===== src/rtl/commit_stage_pkg.sv =====
// Shared types for the in-order commit stage: scoreboard head entry,
// retire trace payload and commit FSM states.
package commit_stage_pkg;

   localparam int unsigned XLEN     = 64;
   localparam int unsigned RegAddrW = 5;

   typedef enum logic [1:0] {
      RUN     = 2'd0,
      ST_WAIT = 2'd1,
      HALTED  = 2'd2
   } commit_state_e;

   typedef struct packed {
      logic            valid;
      logic [XLEN-1:0] pc;
   } retire_t;

   // is_store / is_ebreak are filled in by the decoder
   typedef struct packed {
      logic                valid;
      logic [XLEN-1:0]     pc;
      logic [XLEN-1:0]     result;
      logic [RegAddrW-1:0] rd;
      logic                rd_we;
      logic                is_store;
      logic                is_ebreak;
   } decoder_t;

endpackage


===== src/rtl/commit_stage.sv =====
// In-order retirement of the scoreboard head: register writeback, store
// drain handshake, retired-instruction counter, retire trace and ebreak halt.
module commit_stage
   import commit_stage_pkg::*;
#(
   parameter int unsigned CntWidth = 64
) (
   input  logic                clock,
   input  logic                reset,
   input  decoder_t            commit_instr,
   output logic                commit_valid,
   output logic                rf_we,
   output logic [RegAddrW-1:0] rf_waddr,
   output logic [XLEN-1:0]     rf_wdata,
   output logic                st_req_valid,
   input  logic                st_req_ready,
   input  logic                st_ack,
   output logic [CntWidth-1:0] instret,
   output logic                retire_valid,
   output logic [XLEN-1:0]     retire_pc,
   output logic                halt,
   output logic [XLEN-1:0]     halt_code
);

   commit_state_e       state_q, state_d;
   logic [CntWidth-1:0] instret_q;
   retire_t             retire_q;
   logic                halt_q;
   logic [XLEN-1:0]     halt_code_q;
   logic                ebreak_c;

   // Next state and combinational commit controls
   always_comb begin
      state_d      = state_q;
      commit_valid = 1'b0;
      rf_we        = 1'b0;
      rf_waddr     = '0;
      rf_wdata     = '0;
      st_req_valid = 1'b0;
      ebreak_c     = 1'b0;

      unique case (state_q)
         RUN: begin
            if (commit_instr.valid) begin
               if (commit_instr.is_store) begin
                  st_req_valid = 1'b1;
                  if (st_req_ready) state_d = ST_WAIT;
               end else if (commit_instr.is_ebreak) begin
                  commit_valid = 1'b1;
                  ebreak_c     = 1'b1;
                  state_d      = HALTED;
               end else begin
                  commit_valid = 1'b1;
                  rf_we        = commit_instr.rd_we && (commit_instr.rd != '0);
               end
            end
         end
         ST_WAIT: begin
            // the store stays at the head until the buffer reports it done
            if (st_ack) begin
               commit_valid = commit_instr.valid;
               state_d      = RUN;
            end
         end
         HALTED: begin
            state_d = HALTED;
         end
         default: begin
            state_d = RUN;
         end
      endcase

      if (rf_we) begin
         rf_waddr = commit_instr.rd;
         rf_wdata = commit_instr.result;
      end
   end

   // State, counter, retire trace and halt registers
   always_ff @(posedge clock or negedge reset) begin
      if (!reset) begin
         state_q     <= RUN;
         instret_q   <= '0;
         retire_q    <= '0;
         halt_q      <= 1'b0;
         halt_code_q <= '0;
      end else begin
         state_q        <= state_d;
         retire_q.valid <= commit_valid;
         if (commit_valid) begin
            instret_q   <= instret_q + CntWidth'(1);
            retire_q.pc <= commit_instr.pc;
         end
         if (ebreak_c) begin
            halt_q      <= 1'b1;
            halt_code_q <= commit_instr.result;
         end
      end
   end

   assign instret      = instret_q;
   assign retire_valid = retire_q.valid;
   assign retire_pc    = retire_q.pc;
   assign halt         = halt_q;
   assign halt_code    = halt_code_q;

endmodule


===== config.mk =====
export PLATFORM = sky130hd
export DESIGN_NAME = commit_stage
export DESIGN_NICKNAME = d
export VERILOG_FILES = /design/src/rtl/commit_stage_pkg.sv /design/src/rtl/commit_stage.sv
export SDC_FILE = /design/constraint.sdc
export NUM_CORES = 1
export LEC_CHECK = 0
export BUFFER_PORTS_ARGS = -buffer_cell sky130_fd_sc_hd__buf_2
export CORE_AREA = 4 4 156 158
export CTS_CLUSTER_SIZE = 28
export DETAILED_ROUTE_END_ITERATION = 12
export DIE_AREA = 0 0 160 162
export GPL_TIMING_DRIVEN = 1
export PLACE_DENSITY = 0.75
export REMOVE_ABC_BUFFERS = 1
export SLEW_MARGIN = 5
export SYNTH_ARGS = -nofsm -noshare
export SYNTH_HDL_FRONTEND = slang
export SYNTH_SLANG_ARGS = --single-unit

===== constraint.sdc =====
create_clock -name clock -period 2.5 [get_ports clock]
set_input_delay 0.5 -clock clock [delete_from_list [all_inputs] [get_ports clock]]
set_output_delay 0.5 -clock clock [all_outputs]
set_load 0.02 [all_outputs]

; ---- Yosys cells after proc, flatten, opt, wreduce, memory -nomap -nowiden
; Index checks and enable logic that the tools add are counted.
[classes]
mux = 23
add_sub_neg = 1
eq_ne = 6
reduce_logical = 4
[ops]
columns = operator, n
row1 = $add A64 B1 Y64 const B, 1
row2 = $mux W64, 1
row3 = $mux W1, 14
row4 = $mux W2, 5
row5 = $ne A3 B3 Y1 const B, 2
row6 = $pmux W2 S3, 1
row7 = $mux W5, 1
row8 = $reduce_bool A5 Y1, 1
row9 = $ne A2 B2 Y1 const B, 2
row10 = $reduce_and A4 Y1, 1
row11 = $eq A2 B1 Y1 const B, 1
row12 = $eq A2 B2 Y1 const B, 1
row13 = $logic_not A2 Y1, 1
row14 = $pmux W1 S2, 1
row15 = $logic_and A1 B1 Y1, 1
[totals]
out_inout_bits = 266
word_cells = 40
input_bits = 141
register_bits = 196

; ---- Depth between registers and ports, before layout
; Gate-level depths: netlist of the first run.
[logic_depth]
depth_word = 7
ltp_mapped = 8
ltp_nobuf = 6

; ---- Least setup slack after synthesis of the first run
; No wires, ideal clock.
[synth_path]
path_kind = input to output
start = input port commit_instr[4] (netlist name)
end = output port rf_wdata[10]
required_ps = 2000
arrival_ps = 1735
path_slack_ps = 265
cell_stages = 5
cell_sequence = or4_1 > o21a_1 > clkbuf_1 > clkbuf_1 > and2_1
[synth_via]
elab_chain_cells = 7
[synth_lines]
columns = item, line
row1 = "start, declared", commit_stage.sv:10  ; input decoder_t commit_instr,
row2 = $reduce_bool A5 Y1, commit_stage.sv:54  ; rf_we = commit_instr.rd_we && (commit_instr.rd != '0);
row3 = $logic_and A1 B1 Y1, commit_stage.sv:54
row4 = $mux W1, commit_stage.sv:48  ; end else if (commit_instr.is_ebreak) begin
row5 = $mux W1, commit_stage.sv:45  ; if (commit_instr.is_store) begin
row6 = $mux W1, commit_stage.sv:44  ; if (commit_instr.valid) begin
row7 = $mux W1, commit_stage.sv:42  ; unique case (state_q)
row8 = $mux W64, commit_stage.sv:73  ; if (rf_we) begin
row9 = "end, declared", commit_stage.sv:14  ; output logic [XLEN-1:0] rf_wdata,
; Every way passes these cells.

; ---- Worst setup path after layout of the first run
[layout_path]
start = register state_q[1]
end = output port rf_wdata[26]
[layout_via]
elab_chain_cells = 3
[layout_lines]
columns = item, line
row1 = "start, declared", commit_stage.sv:25  ; commit_state_e state_q, state_d;
row2 = "start signal, assigned", commit_stage.sv:88  ; state_q <= state_d;
row3 = $logic_not A2 Y1, commit_stage.sv:42
row4 = $mux W1, commit_stage.sv:42
row5 = $mux W64, commit_stage.sv:73
; Every way passes these cells.

==> flow_metrics.env, run 1 <==
export IMPL_hold_viol=0
export IMPL_dieArea_um2=25900
export IMPL_port_buffers=406
export IMPL_powerDensity_nw_per_um2=968
export IMPL_drt_iter0_drc=383
export IMPL_netlist_top_cells_count="196 x dfrtp_1, 128 x mux2_2, 71 x and2_1"
export IMPL_fin_ws_ps=-5.56
export IMPL_nets=1236
export IMPL_grt_pass1_vias=7123
export IMPL_cts_clk_slew_worst_paths_ps=80
export IMPL_die_w_um=160
export IMPL_clk_latency_ps=430
export IMPL_crit_arrival_ps=2010
export IMPL_grt_total_usage_pct=20.1
export IMPL_ios=407
export IMPL_yosysSeqAreaShare_pct=57.4
export IMPL_vias=7013
export IMPL_coreArea_um2=23100
export IMPL_setup_violations=1
export IMPL_worst_slew_pin_slew_ps=492
export IMPL_skew_ps=12.1
export IMPL_cp_end_kind="primary output"
export IMPL_synth_cell_type_count=39
export IMPL_syn2layout_area_growth_pct=46.5
export IMPL_synth_cells=659
export IMPL_grt_pass1_wl_mm=41.4
export IMPL_wl_mm=27.6
export IMPL_h_tree_depth=4
export IMPL_timing_final_max_slew_violations=0
export IMPL_hold_class="primary input to asynchronous set/reset pin"
export IMPL_post_synth_top_area_fraction_pct=57.4
export IMPL_antenna_cells=0
export IMPL_ys_flop_type="dfrtp_1"
export IMPL_drt_pass1_iter_count=4
export IMPL_dp_hpwl_mm=19.8
export IMPL_maxCapViolCount=0
export IMPL_power_mw=12.1
export IMPL_reg2reg_setup_slack_ps=100
export IMPL_initial_core_util_pct=36.9
export IMPL_timing_rr_end="instret[39]"
export IMPL_finalCriticalPeriod_ps=2510
export IMPL_max_freq_mhz=399
export IMPL_grt_max_degree=56
export IMPL_cts_buffers=17
export IMPL_fin_util_pct=54.1
export IMPL_synth_edf_count=0
export IMPL_slew_headroom_pct=66.9
export IMPL_wl_per_cell_um=19.8
export IMPL_outcome="finished with violations"
export IMPL_ant_nets=0
export IMPL_crit_fanout=6
export IMPL_post_synth_top_area_cell="dfrtp_1"
export IMPL_required_ps=2000
export IMPL_p_leak_nw=6.36
export IMPL_cts_root_buf="clkbuf_16"
export IMPL_rsz0062_at_grt="yes"
export IMPL_hold_buffers=0
export IMPL_drive_above_1_share_pct=61.5
export IMPL_postSynth_asyncResetShare_pct=100
export IMPL_regToRegStartpoint="state_q[1]"
export IMPL_ir_worst_vdd_mv=0.451
export IMPL_die_h_um=162
export IMPL_antenna_found_initial=0
export IMPL_ys_ff_latch=196
export IMPL_cts_buffer_depth=2
export IMPL_grt_overflow=0
export IMPL_yosysMostFrequentCell="dfrtp_1"
export IMPL_fin_hold_ws_ps=28.5
export IMPL_netlist_area_um2=8540
export IMPL_fin_crit_sh_pct=100
export IMPL_cts_tree="yes"
export IMPL_path_class="flop to primary output"
export IMPL_synthTopCellsByArea="dfrtp_1 57%, mux2_2 17%, and2_1 5.2%, xor2_1 3.4%, xnor2_1 3.1%"
export IMPL_drc=0
export IMPL_gp_congestion=0.912
export IMPL_violations="negative setup slack"
export IMPL_row_count=56
export IMPL_worstRegToRegCells=8
export IMPL_clkSinkCount=196
export IMPL_start_kind="flop"
export IMPL_routed_via_density=5.02
export IMPL_yosys_warnings=0
export IMPL_syn_area_per_cell_um2=13.0
==> flip-flops by register name (all words and copies together) (netlist names) <==
signal	cells
halt	1
instret	64
retire_pc	64
halt_code	64
retire_valid	1
state_q	2
==> cell families (layout without fill, tap and decap cells) <==
kind of cell	count (synthesis)	after routing	synth area share (%)
mux	128	128	16.9
buf+inv	41	489	2.07
xor+xnor	63	63	6.46
simple gates	227	227	16.8
fa+ha+maj	1	1	0.146
compound gates	3	3	0.220
flops	196	196	57.4
==> cell type report <==
| type | instances | area, µm² |
|---|---|---|
| Fill cell | 1951 | 10600 |
| Timing Repair Buffer | 444 | 2950 |
| Multi-Input combinational cell | 422 | 3640 |
| Clock inverter | 15 | 183 |
| Clock buffer | 17 | 425 |
| Sequential cell | 196 | 4900 |
| Inverter | 13 | 48.8 |
| Tap cell | 290 | 363 |
==> per-stage QoR <==
step	cell area, µm²	setup TNS (ps)	setup WS [ps]	std cells
2_1_floorplan	8410	-19950	-479	631
3_3_place_gp	11100	0	46.5	1346
3_5_place_dp	11100	0	23.4	1346
4_1_cts	12300	-826	-36.0	1392
5_1_grt	12500	-1890	-59.3	1397
6_report	12500	-5.56	-5.56	1397
==> power breakdown <==
group	total [mW]	leakage (nW)	internal, mW	switching (mW)
Combinational	4.50	3.66	1.88	2.61
Clock	2.79	0.294	1.44	1.35
Sequential	4.82	2.40	4.26	0.556
Total	12.1	6.36	7.59	4.52
==> placed cells by master (no fill, tap or decap), drive strengths merged, types with 2 or more instances in the layout <==
master | Yosys | layout
buf | 10 | 438
dfrtp | 196 | 196
mux2 | 128 | 128
and2 | 71 | 71
xor2 | 33 | 33
xnor2 | 30 | 30
nand4 | 25 | 25
nand3 | 23 | 23
nor3 | 21 | 21
nand2 | 21 | 21
clkbuf | 18 | 21
inv | 13 | 20
nor4 | 19 | 19
nor2 | 12 | 12
and4 | 9 | 9
and3 | 7 | 7
or3 | 6 | 6
clkinv | 0 | 6
nor2b | 4 | 4
or4 | 3 | 3
bufbuf | 0 | 2
nand2b | 2 | 2
or2 | 2 | 2
==> timing repair <==
| action | in CTS | in global routing |
|---|---|---|
| setup buffers | 8 | 2 |
| pin swaps | 14 | 37 |
| resized for setup | 122 | 50 |
| cloned | 6 | 3 |
| setup endpoints to repair | 66 | 64 |
==> how the worst max path moves through the flow <==
stage | from | endpoint | slack (ps) | cells past startpoint
6_report | state_q[1] | rf_wdata[26] | -6 | 8
5_1_grt | state_q[1] | rf_wdata[26] | -60 | 8
4_1_cts | state_q[1] | rf_wdata[41] | -40 | 8
3_5_place_dp | commit_instr[4] | rf_wdata[46] | 20 | 6
3_3_place_gp | commit_instr[4] | rf_wdata[46] | 50 | 6
2_1_floorplan | commit_instr[1] | instret[61] | -480 | 6
==> routing by layer <==
layer  vias to the layer above  part of all wire [%]  GRT usage (%)
met5                         -                     0              0
met4                         0                   2.1           5.91
met3                        46                   6.0           4.82
met2                       275                    51           34.4
met1                      3512                    41           25.6
li1                       3180                     -              -
==> critical path, cell delays in order (launching register included) <==
cell	delay [ps]
dfrtp_1	400
nand2b_4	170
nor2_4	90
and3_4	180
o21a_4	170
buf_12	150
clkbuf_16	150
and2_4	140
buf_6	110
Power figures use the tool's default switching activity.
==> inputs of run 2 (changes only) <==
--- a/config.mk
+++ b/config.mk
@@ -17,3 +17,4 @@
 export SYNTH_ARGS = -nofsm -noshare
 export SYNTH_HDL_FRONTEND = slang
 export SYNTH_SLANG_ARGS = --single-unit
+export TNS_END_PERCENT = 30
==> flow_metrics.env, run 2 (synthesis results as in run 1) <==
export IMPL_dp_slack_ps=23.4
export IMPL_outcome="finished, final reports clean"
export IMPL_timing_final_max_slew_violations=0
export IMPL_hold_viol=0
export IMPL_wl_per_cell_um=19.1
export IMPL_port_buffers=406
export IMPL_dieArea_um2=25900
export IMPL_cp_end_kind="primary output"
export IMPL_wl_mm=26.5
export IMPL_drt_iter0_drc=378
export IMPL_powerDensity_nw_per_um2=981
export IMPL_grt_overflow=0
export IMPL_maxCapViolCount=0
export IMPL_cts_root_buf="clkbuf_16"
export IMPL_hold_class="primary input to asynchronous set/reset pin"
export IMPL_slew_headroom_pct=66.7
export IMPL_fin_crit_sh_pct=99.3
export IMPL_final_cell_mix="352 x buf_2, 196 x dfrtp_1, 128 x mux2_2, 44 x buf_6, 41 x and2_1"
export IMPL_drc=0
export IMPL_grt_pass1_vias=7082
export IMPL_vias=6890
export IMPL_final_common_cell="buf_2"
export IMPL_routed_via_density=4.95
export IMPL_clk_latency_ps=430
export IMPL_fin_ws_ps=16.5
export IMPL_ios=407
export IMPL_cts_buffer_depth=2
export IMPL_regToRegStartpoint="state_q[1]"
export IMPL_grt_max_degree=56
export IMPL_crit_arrival_ps=1980
export IMPL_grt_pass1_wl_mm=40.7
export IMPL_ant_nets=0
export IMPL_die_w_um=160
export IMPL_grt_total_usage_pct=19.7
export IMPL_hold_buffers=0
export IMPL_coreArea_um2=23100
export IMPL_antenna_cells=0
export IMPL_worst_slew_pin_slew_ps=495
export IMPL_syn2layout_area_growth_pct=43.6
export IMPL_p_leak_nw=6.26
export IMPL_ir_worst_vdd_mv=0.449
export IMPL_required_ps=2000
export IMPL_max_freq_mhz=403
export IMPL_setup_violations=0
export IMPL_setup_tns_ps=0
export IMPL_path_class="flop to primary output"
export IMPL_row_count=56
export IMPL_die_h_um=162
export IMPL_power_mw=12.0
export IMPL_clkSinkCount=196
export IMPL_rsz0062_at_grt="yes"
export IMPL_h_tree_depth=4
export IMPL_antenna_found_initial=0
export IMPL_nets=1230
export IMPL_start_kind="flop"
export IMPL_finalCriticalPeriod_ps=2480
export IMPL_fillers=1979
export IMPL_cts_buffers=17
export IMPL_drt_pass1_iter_count=4
export IMPL_cts_tree="yes"
export IMPL_gp_congestion=0.912
export IMPL_drive_above_1_share_pct=59.1
export IMPL_startpoint="state_q[1]"
export IMPL_dp_hpwl_mm=19.8
export IMPL_skew_ps=13.0
export IMPL_crit_fanout=6
export IMPL_cts_clk_slew_worst_paths_ps=80
export IMPL_initial_core_util_pct=36.9
run 2: changes by cell type in the layout (fill, tap and decap cells not counted), sizes merged:
cell	before	now
buf	438	434
bufbuf	2	1
clkbuf	21	20
run 2: metrics by stage:
stage          instance area, µm²  utilization [%]  hold WS [ps]  cells
6_report                    12300             53.0          22.1   1391
3_3_place_gp                11100             47.8           444   1346
3_5_place_dp                11100             47.8           458   1346
5_1_grt                     12300             53.0          42.4   1391
2_1_floorplan                8410                -           204    631
4_1_cts                     12200             52.6          42.8   1388
run 2: timing repair:
item                       in CTS  in global routing
pin swaps                      10                 18
gates resized for setup       112                 26
buffers inserted                7                  2
setup endpoints to repair      66                 61
cloned                          3                  2
run 2: where the power goes:
group          total (mW)  internal (mW)  switching (mW)
sequential           4.81           4.26           0.549
clock                2.79           1.44            1.35
combinational        4.44           1.85            2.59
total                12.0           7.55            4.49
run 2: routing by layer:
layer / global-route usage, % / vias to the layer above / wire (µm) / part of all wire [%]
li1: - / 3163 / - / -
met4: 6.34 / 0 / 644 / 2.4
met3: 4.44 / 46 / 1530 / 5.8
met2: 33.6 / 258 / 13400 / 51
met1: 25.2 / 3423 / 10900 / 41
met5: 0 / - / 0 / 0
run 2: path summary, 6_finish.rpt:
kind	endpoint	slack (ps)	cells past startpoint
worst max-delay path	rf_wdata[59]	20	8
worst min-delay path	instret[37]	20	1
worst max register to register	instret[55]	110	8
worst min register to register	instret[63]	470	1
max in group asynchronous	halt_code[56]	1790	2
min in group clock	retire_pc[13]	300	2
run 2: worst max-delay path, stage by stage (launching register included):
cell and delay, ps:
dfrtp_1 400, nand2b_4 170, nor2_4 90, and3_4 190, o21a_4 170, buf_12 140
clkbuf_16 140, and2_4 140, buf_6 110
run 2: final cells by class:
cell class | count | area [µm²] | share of cell area [%]
sequential | 196 | 4900 | 40.0
multi-input combinational | 422 | 3570 | 29.1
timing repair buffer | 438 | 2770 | 22.6
clock buffer | 17 | 425 | 3.47
tap | 290 | 363 | 2.96
clock inverter | 15 | 183 | 1.49
inverter | 13 | 48.8 | 0.398
